===== src/rtl/cic_decim_param.sv =====
// cic_decim_param -- parameterised CIC decimator for 1-bit sigma-delta bitstreams.
//
// ORDER integrators run on every enabled modulator clock. A decimation strobe
// fires every 2^L clocks and launches the newest integrator value through
// ORDER comb stages. Each comb stage does one stage per clock. For very short
// ratios (D < ORDER+1) the comb stages instead evaluate in the strobe cycle.
// The comb result is scaled to OUT_W bits, saturated, and held in an output
// register behind a valid/ready handshake.
//
// Ports:
//   clk        modulator clock, all logic on posedge
//   reset      asynchronous active-high reset
//   in         modulator bitstream
//   enable     run the filter; low flushes the filter state
//   dec_sel    log2 of the decimation ratio, captured when a run starts
//   bipolar    1: bit codes as +1/-1, 0: bit codes as 1/0
//   out_data   filtered sample, two's complement
//   out_valid  out_data holds an unconsumed sample
//   out_ready  consumer accepts the sample
//   sat        the current sample was clamped
//   overrun    one-cycle pulse when an unconsumed sample is overwritten
//
// Optional build macro CIC_DECIM_MON_EN adds a state monitor:
//   mon_sel    0..ORDER-1 integrator k, ORDER..2*ORDER-1 comb delay register
//   mon_data   selected value, registered (1 clk latency)
module cic_decim_param #(
  parameter int ORDER        = 3,
  parameter int MAX_LOG2_DEC = 8,
  parameter int OUT_W        = 16,
  localparam int ACC_W       = ORDER * MAX_LOG2_DEC + 2,
  localparam int SEL_W       = $clog2(MAX_LOG2_DEC + 1)
) (
  input  logic             clk,
  input  logic             reset,
  input  logic             in,
  input  logic             enable,
  input  logic [SEL_W-1:0] dec_sel,
  input  logic             bipolar,
  output logic [OUT_W-1:0] out_data,
  output logic             out_valid,
  input  logic             out_ready,
  output logic             sat,
  output logic             overrun
`ifdef CIC_DECIM_MON_EN
  ,
  input  logic [$clog2(2*ORDER)-1:0] mon_sel,
  output logic [ACC_W-1:0]           mon_data
`endif
);

  localparam int W_EXT  = ACC_W + OUT_W;        // headroom for the left-shift case
  localparam int L_COMB = $clog2(ORDER + 1);    // L below this means D < ORDER+1
  localparam int WARM_W = $clog2(ORDER + 1);    // holds a strobe count of 0..ORDER
  localparam logic signed [W_EXT-1:0] MAX_V = W_EXT'(2 ** (OUT_W - 1) - 1);
  localparam logic signed [W_EXT-1:0] MIN_V = ~MAX_V;

  function automatic logic [SEL_W-1:0] clamp_dec_sel(input logic [SEL_W-1:0] sel);
    if (sel > SEL_W'(MAX_LOG2_DEC)) begin
      return SEL_W'(MAX_LOG2_DEC);
    end else begin
      return sel;
    end
  endfunction

  logic                    en_q_r;
  logic [SEL_W-1:0]        l_q_r;
  logic [MAX_LOG2_DEC-1:0] cnt_r;
  logic [WARM_W-1:0]       warm_r;

  logic                    start_s;
  logic [SEL_W-1:0]        l_eff_s;
  logic [MAX_LOG2_DEC-1:0] mask_s;
  logic                    strobe_s;
  logic                    comb_mode_s;
  logic                    emit_now_s;
  logic [ACC_W-1:0]        code_s;
  logic [ACC_W-1:0]        acc_last_s;
  logic [ACC_W-1:0]        result_s;
  logic                    load_s;

  // The first enabled cycle uses the freshly captured ratio so the counter
  // and comb mode are consistent from the very first clock of a run.
  assign start_s     = enable & ~en_q_r;
  assign l_eff_s     = start_s ? clamp_dec_sel(dec_sel) : l_q_r;
  assign mask_s      = ~({MAX_LOG2_DEC{1'b1}} << l_eff_s);
  assign strobe_s    = enable & (cnt_r == mask_s);
  assign comb_mode_s = (l_eff_s < SEL_W'(L_COMB));
  assign emit_now_s  = strobe_s & (warm_r == WARM_W'(ORDER));
  assign code_s      = in ? ACC_W'(1) : (bipolar ? {ACC_W{1'b1}} : {ACC_W{1'b0}});

  // run-start detection and decimation ratio capture
  always_ff @(posedge clk or posedge reset) begin
    if (reset) begin
      en_q_r <= 1'b0;
      l_q_r  <= {SEL_W{1'b0}};
    end else begin
      en_q_r <= enable;
      l_q_r  <= l_eff_s;
    end
  end

  // decimation counter and warm-up strobe count
  always_ff @(posedge clk or posedge reset) begin
    if (reset) begin
      cnt_r  <= {MAX_LOG2_DEC{1'b0}};
      warm_r <= {WARM_W{1'b0}};
    end else if (!enable) begin
      cnt_r  <= {MAX_LOG2_DEC{1'b0}};
      warm_r <= {WARM_W{1'b0}};
    end else begin
      cnt_r <= strobe_s ? {MAX_LOG2_DEC{1'b0}} : cnt_r + MAX_LOG2_DEC'(1);
      if (strobe_s && (warm_r != WARM_W'(ORDER))) begin
        warm_r <= warm_r + WARM_W'(1);
      end
    end
  end

  for (genvar k = 0; k < ORDER; k++) begin : g_stg
    logic [ACC_W-1:0] acc_r;    // integrator k (wraps modulo 2^ACC_W)
    logic [ACC_W-1:0] x_r;      // comb k input latched while the token waits here
    logic [ACC_W-1:0] prev_r;   // comb k delay element
    logic             tok_r;    // token is at comb stage k this cycle
    logic             emit_r;   // token carries a sample past warm-up
    logic [ACC_W-1:0] up_s;
    logic [ACC_W-1:0] in_s;
    logic [ACC_W-1:0] d_s;
    logic [ACC_W-1:0] x_in_s;
    logic             tok_in_s;
    logic             emit_in_s;
    logic             upd_s;

    if (k == 0) begin : g_first
      assign up_s      = code_s;
      assign in_s      = comb_mode_s ? acc_last_s : x_r;
      assign x_in_s    = acc_last_s;
      assign tok_in_s  = strobe_s & ~comb_mode_s;
      assign emit_in_s = emit_now_s;
    end else begin : g_next
      assign up_s      = g_stg[k-1].acc_r;
      assign in_s      = comb_mode_s ? g_stg[k-1].d_s : x_r;
      assign x_in_s    = g_stg[k-1].d_s;
      assign tok_in_s  = g_stg[k-1].tok_r;
      assign emit_in_s = g_stg[k-1].emit_r;
    end

    assign d_s   = in_s - prev_r;
    assign upd_s = comb_mode_s ? strobe_s : tok_r;

    // integrator k, comb k delay element and token pipeline register
    always_ff @(posedge clk or posedge reset) begin
      if (reset) begin
        acc_r  <= {ACC_W{1'b0}};
        x_r    <= {ACC_W{1'b0}};
        prev_r <= {ACC_W{1'b0}};
        tok_r  <= 1'b0;
        emit_r <= 1'b0;
      end else if (!enable) begin
        acc_r  <= {ACC_W{1'b0}};
        x_r    <= {ACC_W{1'b0}};
        prev_r <= {ACC_W{1'b0}};
        tok_r  <= 1'b0;
        emit_r <= 1'b0;
      end else begin
        acc_r <= acc_r + up_s;
        if (upd_s) begin
          prev_r <= in_s;
        end
        if (tok_in_s) begin
          x_r <= x_in_s;
        end
        tok_r  <= tok_in_s;
        emit_r <= tok_in_s & emit_in_s;
      end
    end
  end

  // The last comb stage produces the result in both the pipelined and the
  // same-cycle mode; only the load condition differs.
  assign acc_last_s = g_stg[ORDER-1].acc_r;
  assign result_s   = g_stg[ORDER-1].d_s;
  assign load_s     = enable & (comb_mode_s ? emit_now_s
                                            : (g_stg[ORDER-1].tok_r & g_stg[ORDER-1].emit_r));

  logic signed [W_EXT-1:0] wide_s;
  logic signed [W_EXT-1:0] scaled_s;
  logic        [7:0]       prod_s;
  logic signed [7:0]       shift_s;
  logic        [7:0]       sh_amt_s;
  logic        [OUT_W-1:0] sample_s;
  logic                    sat_s;

  // scale by 2^-(ORDER*L-(OUT_W-1)) with floor on right shifts, then clamp
  always_comb begin
    wide_s   = {{OUT_W{result_s[ACC_W-1]}}, result_s};
    prod_s   = 8'(ORDER) * 8'(l_q_r);
    shift_s  = prod_s - 8'(OUT_W - 1);
    sh_amt_s = shift_s[7] ? (8'd0 - shift_s) : shift_s;
    if (shift_s[7]) begin
      scaled_s = wide_s <<< sh_amt_s;
    end else begin
      scaled_s = wide_s >>> sh_amt_s;
    end
    if (scaled_s > MAX_V) begin
      sample_s = MAX_V[OUT_W-1:0];
      sat_s    = 1'b1;
    end else if (scaled_s < MIN_V) begin
      sample_s = MIN_V[OUT_W-1:0];
      sat_s    = 1'b1;
    end else begin
      sample_s = scaled_s[OUT_W-1:0];
      sat_s    = 1'b0;
    end
  end

  // output holding register: valid/ready handshake, overwrite flags overrun
  always_ff @(posedge clk or posedge reset) begin
    if (reset) begin
      out_data  <= {OUT_W{1'b0}};
      out_valid <= 1'b0;
      sat       <= 1'b0;
      overrun   <= 1'b0;
    end else if (load_s) begin
      out_data  <= sample_s;
      sat       <= sat_s;
      out_valid <= 1'b1;
      overrun   <= out_valid & ~out_ready;
    end else begin
      overrun <= 1'b0;
      if (out_valid && out_ready) begin
        out_valid <= 1'b0;
      end
    end
  end

`ifdef CIC_DECIM_MON_EN
  logic [ACC_W-1:0] mon_acc_s  [ORDER];
  logic [ACC_W-1:0] mon_comb_s [ORDER];
  logic [ACC_W-1:0] mon_pick_s;

  for (genvar k = 0; k < ORDER; k++) begin : g_mon
    assign mon_acc_s[k]  = g_stg[k].acc_r;
    assign mon_comb_s[k] = g_stg[k].prev_r;
  end

  // monitor select; indices past 2*ORDER-1 match nothing and read as zero
  always_comb begin
    mon_pick_s = {ACC_W{1'b0}};
    for (int i = 0; i < ORDER; i++) begin
      mon_pick_s = mon_pick_s
                 | ((mon_sel == $clog2(2*ORDER)'(i)) ? mon_acc_s[i] : {ACC_W{1'b0}})
                 | ((mon_sel == $clog2(2*ORDER)'(i + ORDER)) ? mon_comb_s[i] : {ACC_W{1'b0}});
    end
  end

  // registered monitor output
  always_ff @(posedge clk or posedge reset) begin
    if (reset) begin
      mon_data <= {ACC_W{1'b0}};
    end else begin
      mon_data <= mon_pick_s;
    end
  end
`endif

endmodule


===== config.mk =====
export PLATFORM = sky130hd
export DESIGN_NAME = cic_decim_param
export DESIGN_NICKNAME = d
export VERILOG_FILES = /design/src/rtl/cic_decim_param.sv
export SDC_FILE = /design/constraint.sdc
export NUM_CORES = 1
export LEC_CHECK = 0
export CAP_MARGIN = 20
export CORE_MARGIN = 2
export CORE_UTILIZATION = 35
export DETAILED_ROUTE_END_ITERATION = 12
export GPL_ROUTABILITY_DRIVEN = 0
export GPL_TIMING_DRIVEN = 1
export PLACE_DENSITY = 0.5
export SLEW_MARGIN = 5
export SYNTH_ARGS = -nofsm -noshare
export SYNTH_HDL_FRONTEND = slang
export SYNTH_SLANG_ARGS = --single-unit

===== constraint.sdc =====
create_clock -name clk -period 24.8 [get_ports clk]
set_clock_uncertainty 0.1 [all_clocks]
set_input_delay 3.72 -clock clk [delete_from_list [all_inputs] [get_ports clk]]
set_output_delay 3.72 -clock clk [all_outputs]
set_load 0.02 [all_outputs]

# Word-level counts from Yosys, hierarchy flattened
# Index checks and enable logic that the tools add are counted.
# totals
regBits,274
in_bits,10
elab_cells,113
# classes
add_sub_neg,10
mul,1
order_cmp,4
eq_ne,10
shift,3
mux,45
n_bitwise,14
n_reduce_logical,3
# ops
cell,n
2-to-1 mux 26 bit,20
adder 26 bit,3
subtractor 26 bit,3
"greater-than comparator 42 x 16 -> 1 bit, second input constant",1
"less-than comparator 42 x 16 -> 1 bit, second input constant",1
2-to-1 mux 42 bit,1
<<< shifter 26 x 8 -> 42 bit,1
>>> shifter 26 x 8 -> 42 bit,1
2-to-1 mux 16 bit,2
2-to-1 mux 8 bit,3
2-to-1 mux 1 bit,15
"inequality test 2 x 1 -> 1 bit, second input constant",7
AND 1 bit,10
"adder 8 x 1 -> 8 bit, second input constant",1
== test 8 bit,1
2-to-1 mux 4 bit,2
inverter 8 bit,1
"left shift 8 x 4 -> 8 bit, first input constant",1
"subtractor 1 x 7 -> 8 bit, first input constant",1
"subtractor 6 x 4 -> 7 bit, second input constant",1
"multiplier 2 x 4 -> 6 bit, first input constant",1
"greater-than comparator 4 bit, second input constant",1
"less-than comparator 4 x 2 -> 1 bit, second input constant",1
2-to-1 mux 2 bit,2
6 further kinds,9

# Longest topological paths before layout
# logic_depth
ltp_word,15
mapped_depth,56

# Worst setup path after synthesis
# OpenSTA, ideal clock, no wires.
# synth_path
kind,input to register
start,input port enable
end,register out_data[13]
setup_time_ns,0.126
arrival_time_ns,13.929
setup_slack_ns,10.645
path_stages,50
path_cell_list,buf_2 > nand2b_1 > buf_2 > nor3_1 > a21oi_2 > nand2b_1 > clkbuf_1 > clkbuf_1 > clkbuf_1 > mux2i_1 > ha_1 > inv_1 > fa_1 > a21o_1 > a21oi_1 > o21bai_1 > a21oi_1 > o21ai_0 > [14 not listed] > o21ai_0 > ha_1 > clkbuf_1 > a21o_1 > a21o_1 > a21oi_1 > a21oi_1 > a211o_1 > a311oi_4 > a21oi_1 > a2bb2o_1 > a221o_1 > a211o_1 > or2_0 > or4_4 > or2_0 > buf_2 > a221o_1
# synth_between
elab_chain_len,14
elab_cells_between_ends,23
classes_between,3 x add/sub; 3 x order compare; 1 x eq/ne; 3 x shift; 8 x mux; 5 x bitwise
# synth_lines
item,line,source
from (decl),36,"input logic enable,"
AND 1 bit,83,assign start_s = enable & ~en_q_r;
2-to-1 mux 4 bit,84,assign l_eff_s = start_s ? clamp_dec_sel(dec_sel) : l_q_r;
less-than comparator 4 x 2 -> 1 bit,87,assign comb_mode_s = (l_eff_s < SEL_W'(L_COMB));
2-to-1 mux 26 bit,134,assign in_s = comb_mode_s ? acc_last_s : x_r;
subtractor 26 bit,146,assign d_s = in_s - prev_r;
2-to-1 mux 26 bit,140,assign in_s = comb_mode_s ? g_stg[k-1].d_s : x_r;
subtractor 26 bit,146,
2-to-1 mux 26 bit,140,
subtractor 26 bit,146,
>>> shifter 26 x 8 -> 42 bit or <<< shifter 26 x 8 -> 42 bit (tied branches),"201, 199",
2-to-1 mux 42 bit,198,if (shift_s[7]) begin
less-than comparator 42 x 16 -> 1 bit,206,end else if (scaled_s < MIN_V) begin
2-to-1 mux 16 bit,206,
2-to-1 mux 16 bit,203,if (scaled_s > MAX_V) begin
to (signal assigned),218,out_data <= {OUT_W{1'b0}};
to (signal assigned),223,out_data <= sample_s;
to (decl),39,"output logic [OUT_W-1:0] out_data,"
# Several ways; a longest one is shown, not always the timed one.
# A chain may end at the register's enable or synchronous reset.

# Worst setup path after layout
# layout_path
start,input port enable
end,register out_data[8]
# The elaborated chain is that of the path after synthesis.

==> flow_summary_export.csv <==
group,metric,value,unit
final_layout,drive_gt1_share,6.370,%
global_routing,grt_max_degree,128,
floorplan,chipWidth,264.3,µm
final_layout,most-common-layout-cells,"nand2_1, nor2_1, dfrtp_1",
clocking,hold_buffers,0,
synth,syn_area,23710,µm²
global_routing,grt_pass1_vias,21604,
worst_setup_path,timing.rr.end,"out_data[8]",
worst_setup_path,reg2reg_depth,43,
clocking,cts.root.buffer_cell,"clkbuf_16",
clocking,clk_pin_slew,0.05,ns
floorplan,row_count,95,
synth,synth_seq_area_share,28.92,%
sta,fmax,0.06499,GHz
clocking,cts_buffers,36,
clocking,post_cts_resized,0,
floorplan,core_area,67160,µm²
sta,setup_viol,0,
clocking,cts_sinks,274,
synth,synth_edf_count,0,
sta,tightest_slew,1.009,ns
worst_setup_path,required,25.13,ns
placed_design,io_buffers,28,
worst_setup_path,rrSetupSlack,12.71,ns
sta,hold_ws,0.3742,ns
synth,synth_area_per_cell,7.779,µm²
global_routing,grt-ovfl-total,0,
routing,drt-total-wl,71540,µm
worst_setup_path,path_max_fanout,47,
sta,min_period,15.39,ns
worst_setup_path,cp.depth,44,
final_layout,final_common_cell,"nand2_1",
sta,hold_violations,0,
global_routing,grt_pass1_wl,115700,µm
worst_setup_path,crit_path_start_kind,"input pin",
final_layout,antenna_cells,0,
synth,synthCells,3048,
final_layout,stdcell_area,26110,µm²
final_layout,multi_input_area,15800,µm²
clocking,postCtsSetupBuffers,0,
final_layout,fillers,6870,
sta,timing.setup.tns,0,ns
sta,min_period_over_period,62.04,%
synth,synth.distinct_cells,106,
final_layout,fin_nets,3166,
sta,drv_slew,0,
worst_setup_path,crit_end,"out_data[8]",
min_path,hold_path_class,"reg -> reg",
worst_setup_path,worstSetupEndpointType,"flip-flop",
routing,drtIter0Drc,2056,
synth,yosysWarnings,0,
clocking,cts_buffer_depth,3,
floorplan,dieArea,69840,µm²
routing,route.detailed.drc,0,
synth,async_flop_share,100.0,%
synth,syn-num-nets,3224,
min_path,holdPathStages,2,
worst_setup_path,slowest_stage,"a311oi_4",
floorplan,io_pins,29,
worst_setup_path,crit_family,"compound AO/OA/AOI/OAI gates",
synth,synth_seq_cells,274,
global_routing,grtUsageTotal,20.15,%
worst_setup_path,cp_data_arrival_time,15.72,ns
status,status,"complete, no violations",
routing,drt-wirelength-per-cell,18.41,µm
routing,dr.pass1.iters,7,
worst_setup_path,crit_type,"in -> reg",
worst_setup_path,cp-startpoint,"enable",
flow_run,drv_cap,0,
sta,rsz0062_at_grt,"no",
sta,slew_headroom,32.76,%
routing,viasPerCell,5.696,
floorplan,initial_core_util,35.31,%
clocking,insertion_delay,0.57,ns
final_layout,synthToLayoutAreaGrowth,10.10,%
clocking,tritoncts,"built",
floorplan,die_y,264.3,µm
worst_setup_path,reg2reg_from,"en_q_r",
routing,vias,22141,
routing,detail-route-antenna-nets,0,
clocking,htreeDepth,2,
synth,synth_flop_cell,"dfrtp_1",
placed_design,dpl_cell_area,24870,µm²
final_layout,layout.area.seq,6858,µm²
worst_setup_path,worst-path-buf-inv,2,
global_routing,antenna_found_initial,0,
placed_design,hpwl,51740,µm
final_layout,utilization,38.87,%
worst_setup_path,slowest_delay,0.73,ns
layer usage:
| metal | vias to the layer above | global-route usage, % | share of wire, % |
|---|---|---|---|
| met3 | 174 | 2.517 | 4.7 |
| met2 | 623 | 34.76 | 48 |
| met1 | 10501 | 25.55 | 44 |
| met4 | 0 | 7.939 | 3.7 |
| met5 | - | 0 | 0 |
| li1 | 10843 | - | - |
layout make-up:
class	instances	area share, %
Clock buffer	55	4.189
Clock inverter	7	0.3786
Inverter	151	2.209
Multi-Input combinational cell	2462	60.52
Sequential cell	274	26.27
Tap cell	873	4.184
Timing Repair Buffer	65	2.252
worst min-delay path: stages (launching register included):
cell     delay, ns
dfrtp_1       0.34
nand2_1       0.04
o21ai_0       0.06
Yosys cell counts (all sizes together) (46+ instances only):
library cell | number | share of area [%]
nand3 | 80 | 1.7
o21ai | 201 | 4.3
nand2 | 526 | 8.3
a21oi | 175 | 3.8
dfrtp | 274 | 29
a211oi | 60 | 1.9
inv | 151 | 2.4
ha | 159 | 8.4
clkbuf | 133 | 2.1
xnor2 | 75 | 2.8
xor2 | 46 | 1.7
mux2i | 82 | 3.5
nor3 | 91 | 2.0
nor2 | 317 | 5.0
worst min-delay path by stage:
stage                        start             endpoint  slack (ns)
3_5_place_dp   g_stg[0].prev_r[19]  g_stg[0].prev_r[19]        0.37
3_3_place_gp    g_stg[1].prev_r[7]   g_stg[1].prev_r[7]        0.36
4_1_cts        g_stg[2].prev_r[22]  g_stg[2].prev_r[22]        0.38
5_1_grt         g_stg[1].prev_r[3]   g_stg[1].prev_r[3]        0.40
6_report        g_stg[0].prev_r[1]   g_stg[0].prev_r[1]        0.37
2_1_floorplan  g_stg[0].prev_r[10]  g_stg[0].prev_r[10]        0.35
cells by family after synthesis:
logic type / share of synthesized area [%]
buf+inv: 5.023
mux: 4.744
compound gates: 25.63
flops: 28.92
simple gates: 22.23
xor+xnor: 4.469
fa+ha+maj: 8.981
registers in the layout, indices dropped and copies added, names as in the netlist, 3 cells and up:
register / cells
acc_last_s: 26
cnt_r: 8
g_stg.acc_r: 52
g_stg.emit_r: 3
g_stg.prev_r: 78
g_stg.tok_r: 3
g_stg.x_r: 78
l_q_r: 4
out_data: 16
per-stage QoR:
| stage | instances | setup WS [ns] |
|---|---|---|
| floorplan | 3048 | 10.64 |
| global placement | 3823 | 9.083 |
| detailed placement | 3823 | 8.840 |
| CTS | 3885 | 9.416 |
| global route | 3887 | 8.219 |
| finish | 3887 | 9.414 |
Power is left out: the tool's default activity adds up to more than one toggle a clock period on the data nets, which glitch-free logic cannot reach.
